<file path="src/rtl/morse_code_transmit.sv">
// Morse transmitter: accepts one ASCII byte per valid/ready handshake, encodes it
// to {len, pattern} and keys it out on key_out with standard dot/dash/gap timing.
module morse_code_transmit #(
  parameter int unsigned UNIT_CYCLES = 5_000_000
) (
  input  logic       clk,
  input  logic       rst,
  input  logic [7:0] in_data,
  input  logic       in_valid,
  output logic       in_ready,
  output logic       key_out,
  output logic       busy,
  output logic       etx_out
);

  localparam int unsigned CW = (UNIT_CYCLES > 1) ? $clog2(UNIT_CYCLES) : 1;
  localparam logic [CW-1:0] CNT_MAX = CW'(UNIT_CYCLES - 1);

  typedef enum logic [1:0] {IDLE, MARK, SPACE, GAP} state_t;

  // Returns {supported, len[2:0], pattern[4:0]}; first symbol is pattern[len-1].
  function automatic logic [8:0] encode(input logic [7:0] ch);
    logic [7:0] u;
    u = (ch >= 8'h61 && ch <= 8'h7A) ? ch - 8'h20 : ch;
    case (u)
      8'h41: encode = {1'b1, 8'b010_00001};
      8'h42: encode = {1'b1, 8'b100_01000};
      8'h43: encode = {1'b1, 8'b100_01010};
      8'h44: encode = {1'b1, 8'b011_00100};
      8'h45: encode = {1'b1, 8'b001_00000};
      8'h46: encode = {1'b1, 8'b100_00010};
      8'h47: encode = {1'b1, 8'b011_00110};
      8'h48: encode = {1'b1, 8'b100_00000};
      8'h49: encode = {1'b1, 8'b010_00000};
      8'h4A: encode = {1'b1, 8'b100_00111};
      8'h4B: encode = {1'b1, 8'b011_00101};
      8'h4C: encode = {1'b1, 8'b100_00100};
      8'h4D: encode = {1'b1, 8'b010_00011};
      8'h4E: encode = {1'b1, 8'b010_00010};
      8'h4F: encode = {1'b1, 8'b011_00111};
      8'h50: encode = {1'b1, 8'b100_00110};
      8'h51: encode = {1'b1, 8'b100_01101};
      8'h52: encode = {1'b1, 8'b011_00010};
      8'h53: encode = {1'b1, 8'b011_00000};
      8'h54: encode = {1'b1, 8'b001_00001};
      8'h55: encode = {1'b1, 8'b011_00001};
      8'h56: encode = {1'b1, 8'b100_00001};
      8'h57: encode = {1'b1, 8'b011_00011};
      8'h58: encode = {1'b1, 8'b100_01001};
      8'h59: encode = {1'b1, 8'b100_01011};
      8'h5A: encode = {1'b1, 8'b100_01100};
      8'h30: encode = {1'b1, 8'b101_11111};
      8'h31: encode = {1'b1, 8'b101_01111};
      8'h32: encode = {1'b1, 8'b101_00111};
      8'h33: encode = {1'b1, 8'b101_00011};
      8'h34: encode = {1'b1, 8'b101_00001};
      8'h35: encode = {1'b1, 8'b101_00000};
      8'h36: encode = {1'b1, 8'b101_10000};
      8'h37: encode = {1'b1, 8'b101_11000};
      8'h38: encode = {1'b1, 8'b101_11100};
      8'h39: encode = {1'b1, 8'b101_11110};
      8'h20: encode = {1'b1, 8'b110_00000};
      8'h03: encode = {1'b1, 8'b111_00000};
      default: encode = '0;
    endcase
  endfunction

  state_t        state, state_n;
  logic [CW-1:0] cnt, cnt_n;
  logic [2:0]    units, units_n;
  logic [2:0]    idx, idx_n;
  logic [4:0]    pattern, pattern_n;
  logic [2:0]    target, target_n;
  logic          etx_n, key_n;
  logic [8:0]    code;
  logic          tick;
  logic [2:0]    mark_target;

  assign code        = encode(in_data);
  assign tick        = (cnt == CNT_MAX);
  assign mark_target = pattern[idx] ? 3'd3 : 3'd1;

  assign in_ready = (state == IDLE);
  assign busy     = (state != IDLE);

  always_comb begin
    state_n   = state;
    cnt_n     = tick ? '0 : cnt + CW'(1);
    units_n   = tick ? units + 3'd1 : units;
    idx_n     = idx;
    pattern_n = pattern;
    target_n  = target;
    etx_n     = 1'b0;
    case (state)
      IDLE: begin
        cnt_n   = '0;
        units_n = '0;
        if (in_valid && code[8]) begin
          case (code[7:5])
            3'd7: etx_n = 1'b1;
            3'd6: begin
              state_n  = GAP;
              target_n = 3'd4;
            end
            default: begin
              state_n   = MARK;
              idx_n     = code[7:5] - 3'd1;
              pattern_n = code[4:0];
            end
          endcase
        end
      end
      MARK: begin
        if (tick && (units + 3'd1 == mark_target)) begin
          units_n = '0;
          if (idx == 3'd0) begin
            state_n  = GAP;
            target_n = 3'd3;
          end else begin
            state_n = SPACE;
            idx_n   = idx - 3'd1;
          end
        end
      end
      SPACE: begin
        if (tick) begin
          units_n = '0;
          state_n = MARK;
        end
      end
      GAP: begin
        if (tick && (units + 3'd1 == target)) begin
          units_n = '0;
          state_n = IDLE;
        end
      end
      default: state_n = IDLE;
    endcase
    key_n = (state_n == MARK);
  end

  always_ff @(posedge clk or posedge rst) begin
    if (rst) begin
      state   <= IDLE;
      cnt     <= '0;
      units   <= '0;
      idx     <= '0;
      pattern <= '0;
      target  <= '0;
      key_out <= 1'b0;
      etx_out <= 1'b0;
    end else begin
      state   <= state_n;
      cnt     <= cnt_n;
      units   <= units_n;
      idx     <= idx_n;
      pattern <= pattern_n;
      target  <= target_n;
      key_out <= key_n;
      etx_out <= etx_n;
    end
  end

endmodule

</file>
<file path="config.mk">
export PLATFORM = sky130hd
export DESIGN_NAME = morse_code_transmit
export DESIGN_NICKNAME = d
export VERILOG_FILES = /design/src/rtl/morse_code_transmit.sv
export SDC_FILE = /design/constraint.sdc
export NUM_CORES = 1
export LEC_CHECK = 0
export ABC_AREA = 1
export ABC_CLOCK_PERIOD_IN_PS = 4400
export CORE_MARGIN = 2
export CORE_UTILIZATION = 65
export CTS_BUF_LIST = sky130_fd_sc_hd__clkbuf_4
export DETAILED_ROUTE_END_ITERATION = 10
export GPL_TIMING_DRIVEN = 0
export PLACE_DENSITY = 0.88
export SLEW_MARGIN = 0
export SYNTH_ARGS = -nofsm -noshare
export SYNTH_HDL_FRONTEND = slang
export SYNTH_SLANG_ARGS = --single-unit
</file>
<file path="constraint.sdc">
create_clock -name clk -period 4.4 [get_ports clk]
set_clock_uncertainty 0.1 [all_clocks]
set_input_delay 0.44 -clock clk [delete_from_list [all_inputs] [get_ports clk]]
set_output_delay 0.44 -clock clk [all_outputs]
set_load 0.02 [all_outputs]
</file>
==> impl_metrics.yaml, run 1 <==
status:
  outcome: "finished clean"
yosys:
  synth-warning-count: 0
  synth_cell_types: 42
  synth_fp_nets: 459
  ys_seq_elements: 40
  ys.flop_type: "dfrtp_1"
  ys_seq_area_frac: 0.3285
  synth_top_area_frac: 0.3285
  synth.top_cells.by_area: "dfrtp_1, nand2_1, inv_1"
  syn-instance-count: 437
  syn_area_per_cell_sq_um: 6.972
  synthArstFlopShare: 1.000
  synth_edf_count: 0
  yosys.area.top_type: "dfrtp_1"
  syn_area_sq_mm: 0.003047
layout:
  drive_gt1_frac: 0.1225
  syn_to_final_growth_pct: 8.830
  final_common_cell: "nand2_1"
  diodes: 0
  final_nets: 478
  most-common-layout-cells: "nand2_1, inv_1, nor2_1"
  post-route-util: 0.7461
  fin_cells: 509
clock_tree:
  cts_sinks: 40
  numCtsBuffers: 5
  cts_resized: 0
  clk_path_buf_depth: 2
  holdBufCountCts: 0
  cts.clk_slew.worst_paths_ps: 120
  insertion_delay_ps: 370
  cts_setup_buffers: 0
  cts-root-buf: "clkbuf_4"
  h-tree-depth: 2
  cts_tree: "built"
sta:
  finalCriticalPeriod_ps: 3286
  final.setup.worst_slack_ps: 1114
  max_freq_mhz: 304.4
  post-route-period-util: 0.7467
  setup_viol: 0
  hold_viol: 0
  slew-limit-headroom: 0.4618
  worst_pin_slew_ps: 806.1
  rsz0062_at_grt: "no"
  slew_violations: 0
  whs_ps: 396.5
  setup_tns_ps: 0
worst_setup_path:
  rr_endpoint: "key_out"
  end_kind: "register"
  timing.rr.start: "cnt[0]"
  path_max_fanout: 8
  worst_setup_path_start_kind: "input port"
  arrival_ps: 3440
  timing.critical_path.required_ps: 4560
  path_class: "in -> reg"
  cp-endpoint: "idx[2]"
  cp-startpoint: "in_data[1]"
  r2r_cells: 14
  rrSetupSlack_ps: 2070
pwr:
  power_per_cell_area_mw_per_mm2: 226.4
  peakVddDrop_v: 0.0001720
  leakage_uw: 0.001591
die:
  die_h_um: 72.47
  boundaryPins: 15
  rows: 24
  core_sq_mm: 0.004444
  die_area_sq_mm: 0.005251
  die_w_um: 72.47
  start_util: 0.6855
global_route:
  grt_usage: 0.3034
  grt_max_degree: 41
  grt_overflow: 0
  grt_pass1_wl_um: 12590
  grt_pass1_vias: 2975
  grt_antenna_before_repair: 0
place:
  place.gp.congestion: 0.9584
  place_inst: 501
  place.port_buffers: 12
  dp_slack_ps: 830.9
  dp.final_hpwl_um: 5482
detailed_routing:
  drt-initial-drc-count: 194
  drt-total-wl_um: 7106
  drt_first_pass_iters: 6
  drt-vias-per-instance: 5.888
  drc: 0
  wl_per_cell_um: 13.96
  ant_nets: 0
  num_vias: 2997
min_path:
  hp-class: "reg -> reg"
flow_run:
  maxCapViolations: 0
## critical path: stages
cell             delay [ps]
clkdlybuf4s50_1         600
inv_1                   240
ha_1                    240
inv_2                    70
nor2_1                  230
nand3_2                 170
nand3_4                 160
nand2_1                  90
nand2_2                 150
nand2_1                 100
a21oi_1                 300
o21bai_1                140
ha_1                    240
nand3_1                  90
nand2_1                  60
nand2_1                  60
nand2_1                  60
## synth_stat cells (2+ instances only)
master and n:
o21ai_1 4, ha_1 11, a21oi_2 2, nand3_2 4, nor2_1 56, nand3_1 36
o21ai_2 2, xnor2_1 2, o211ai_1 3, nor3_4 2, buf_2 3, nand2_4 3
xor2_1 5, nand2_1 90, inv_2 7, nand2_2 12, buf_6 2, nor3_1 17
nor2_4 4, a21oi_1 21, inv_1 57, nor2_2 2, o22ai_1 2, a31oi_1 2
nand4_1 11, and3_1 2, o21ai_0 21, dfrtp_1 40
## how the worst min path moves through the flow
stage          startpoint         end  depth (start not counted)  slack, ps
2_1_floorplan  pattern[1]  pattern[1]                          2        350
5_1_grt        pattern[3]  pattern[3]                          2        450
6_report       pattern[3]  pattern[3]                          2        400
3_5_place_dp   pattern[3]  pattern[3]                          2        370
4_1_cts        pattern[3]  pattern[3]                          2        400
3_3_place_gp   pattern[1]  pattern[1]                          2        370
## where the power goes
group          switching (uW)  leakage, uW  internal, uW
combinational            80.7      0.00103          39.5
clock                     138    0.0000418           121
sequential               2.24     0.000524           369
total                     221      0.00159           530
## sequential cells by signal, indices dropped and copies added (netlist names)
name	flops
cnt	23
pattern	5
idx	3
units	3
state	2
target	2
etx_out	1
key_out	1
## area by class of cell
cell class                      instances  area, sq um
Buffer                                  5        37.54
Clock buffer                            5        37.54
Clock inverter                          3        46.29
Multi-Input combinational cell        327         1764
Timing Repair Buffer                   12        120.1
Tap cell                               52        65.06
Sequential cell                        40         1001
Inverter                               65        244.0
Fill cell                             364         1129
## metal layers
metal / wire [um] / track usage / up-vias
met3: 520 / 0.05417 / 38
met1: 2920 / 0.3698 / 1347
li1: - / - / 1475
met5: 0 / 0 / -
met4: 267 / 0.1420 / 0
met2: 3398 / 0.5209 / 137
## metrics by stage
stage	area, sq um	power (uW)
after detailed placement	3232	496.1
after global placement	3232	492.1
final	3316	750.8
after floorplan	3047	464.5
after CTS	3316	752.9
after global routing	3316	780.5
## cell families (layout without fill, tap and decap cells)
kind of cell               Yosys count  in the layout  synth area share
xor gates and xnor gates             7              7           0.02012
AOI/OAI and AO/OA                   65             65            0.1240
adders and majority gates           11             11           0.04517
DFF                                 40             40            0.3285
and+or+nand+nor                    244            244            0.3897
buffers and inverters               70             90           0.09240
No activity file was read; power rests on OpenSTA's default activity.
==> run 2, diff against run 1 <==
- ABC_CLOCK_PERIOD_IN_PS: 4400 -> 2750
- CORE_UTILIZATION: 65 -> 57
- PLACE_DENSITY: 0.88 -> 0.82
- clock period: 4.4 -> 2.75 ns (I/O delays scaled with it)
==> impl_metrics.yaml, run 2 (same netlist as run 1, synthesis figures left out) <==
status:
  outcome: "finished clean"
layout:
  top_regs: "cnt (23), pattern (5)"
  final_nets: 478
  final_common_cell: "nand2_1"
  post-route-util: 0.6509
  most-common-layout-cells: "nand2_1, nor2_1, inv_1"
  fillers: 477
  regMostFlops: "cnt"
  largest_reg_flops: 23
  drive_gt1_frac: 0.1313
  syn_to_final_growth_pct: 9.815
  diodes: 0
pwr:
  peakVddDrop_v: 0.0002332
  power.switching_uw: 343.9
  netSwitchingFraction: 0.2885
  clockPowerShare: 0.343
  internal_power_uw: 848.1
  power_per_cell_area_mw_per_mm2: 356.3
  pwr-share-seq: 0.499
  leakage_uw: 0.001599
  pwr-share-comb: 0.158
die:
  boundaryPins: 15
  rows: 26
  die_area_sq_mm: 0.005946
  die_w_um: 77.11
  core_sq_mm: 0.005140
  start_util: 0.5927
  die_h_um: 77.11
detailed_routing:
  drt_first_pass_iters: 5
  num_vias: 2922
  drt-total-wl_um: 6705
  drc: 0
  drt-initial-drc-count: 222
  drt-vias-per-instance: 5.545
  wl_per_cell_um: 12.72
  ant_nets: 0
worst_setup_path:
  arrival_ps: 2680
  timing.rr.start: "cnt[0]"
  end_kind: "register"
  rrSetupSlack_ps: 470
  path_class: "in -> reg"
  path_max_fanout: 8
  timing.critical_path.required_ps: 2910
  r2r_cells: 14
  worst_setup_path_start_kind: "input port"
  rr_endpoint: "key_out"
clock_tree:
  holdBufCountCts: 0
  cts.clk_slew.worst_paths_ps: 130
  insertion_delay_ps: 350
  cts-root-buf: "clkbuf_4"
  cts_sinks: 40
  cts_setup_buffers: 0
  h-tree-depth: 2
  cts_tree: "built"
  clk_path_buf_depth: 2
  numCtsBuffers: 5
flow_run:
  maxCapViolations: 0
place:
  dp_slack_ps: -633.5
  dp.final_hpwl_um: 5092
  place.gp.congestion: 1.027
  place.port_buffers: 12
sta:
  post-route-period-util: 0.9151
  whs_ps: 287.6
  final.setup.worst_slack_ps: 233.3
  setup_viol: 0
  hold_viol: 0
  finalCriticalPeriod_ps: 2517
  max_freq_mhz: 397.4
  worst_pin_slew_ps: 828.4
  slew-limit-headroom: 0.4469
  slew_violations: 0
  rsz0062_at_grt: "no"
global_route:
  grt_usage: 0.2365
  grt_antenna_before_repair: 0
  grt_overflow: 0
  grt_max_degree: 41
  met3_usage: 0.04118
  grt_pass1_wl_um: 11710
  met1_usage: 0.3080
  grt.busiest_layer: "met2"
  grt_pass1_vias: 2722
  grt_use_met2: 0.4026
min_path:
  hp-class: "in -> async"
run 2: worst max-delay path, stage by stage:
cell,delay (ps)
dlygate4sd2_1,340
inv_2,140
ha_1,210
inv_2,80
nor2_2,170
nand3_2,140
nand3_4,150
nand2_1,80
nand2_2,130
nand2_1,80
a21oi_2,240
o21bai_1,130
ha_1,250
nand3_1,80
nand2_1,60
nand2_1,60
nand2_1,50
run 2: power by group through the flow:
stage | Clock (uW) | Sequential (uW) | Combinational (uW)
global placement | 0 | 605 | 184
global route | 435 | 595 | 213
detailed placement | 0 | 606 | 185
CTS | 418 | 594 | 187
floorplan | 0 | 604 | 139
finish | 409 | 595 | 188
run 2: how the worst max path moves through the flow:
stage | slack, ps | to | cells after the start | startpoint
after floorplan | 520 | idx[2] | 16 | in_data[1]
after detailed placement | -630 | idx[2] | 17 | in_data[1]
after CTS | 60 | idx[2] | 17 | in_data[0]
final | 230 | idx[2] | 17 | in_data[1]
after global placement | -590 | idx[2] | 17 | in_data[1]
after global routing | 60 | idx[2] | 17 | in_data[1]
run 2: what timing repair did:
item | 4_1_cts | 5_1_grt
pin swaps | 0 | 0
gates resized for setup | 3 | 3
endpoints found under the setup margin | 2 | 2
cloned | 0 | 0
run 2: area by class of cell:
| class | count | area [sq um] | share of cell area |
|---|---|---|---|
| plain buffers | 5 | 37.54 | 0.01122 |
| clock buffers | 5 | 37.54 | 0.01122 |
| clock inverters | 3 | 46.29 | 0.01384 |
| inverters | 65 | 244.0 | 0.07292 |
| multi-input cells | 327 | 1770 | 0.5292 |
| flip-flops and latches | 40 | 1001 | 0.2992 |
| well taps | 70 | 87.58 | 0.02618 |
| repair buffers | 12 | 121.4 | 0.03628 |
run 2: stage by stage:
step	TNS (ps)	cell area, sq um	instances	total power (uW)
2_1_floorplan	0	3047	437	743.1
3_3_place_gp	-4286	3254	519	789.0
3_5_place_dp	-5018	3254	519	790.9
4_1_cts	0	3343	527	1199
5_1_grt	0	3346	527	1242
6_report	0	3346	527	1192
run 2: per-layer routing:
metal / vias up / routed length (um)
met1: 1334 / 3081
li1: 1477 / -
met4: 0 / 99
met3: 13 / 348
met2: 98 / 3176
met5: - / 0
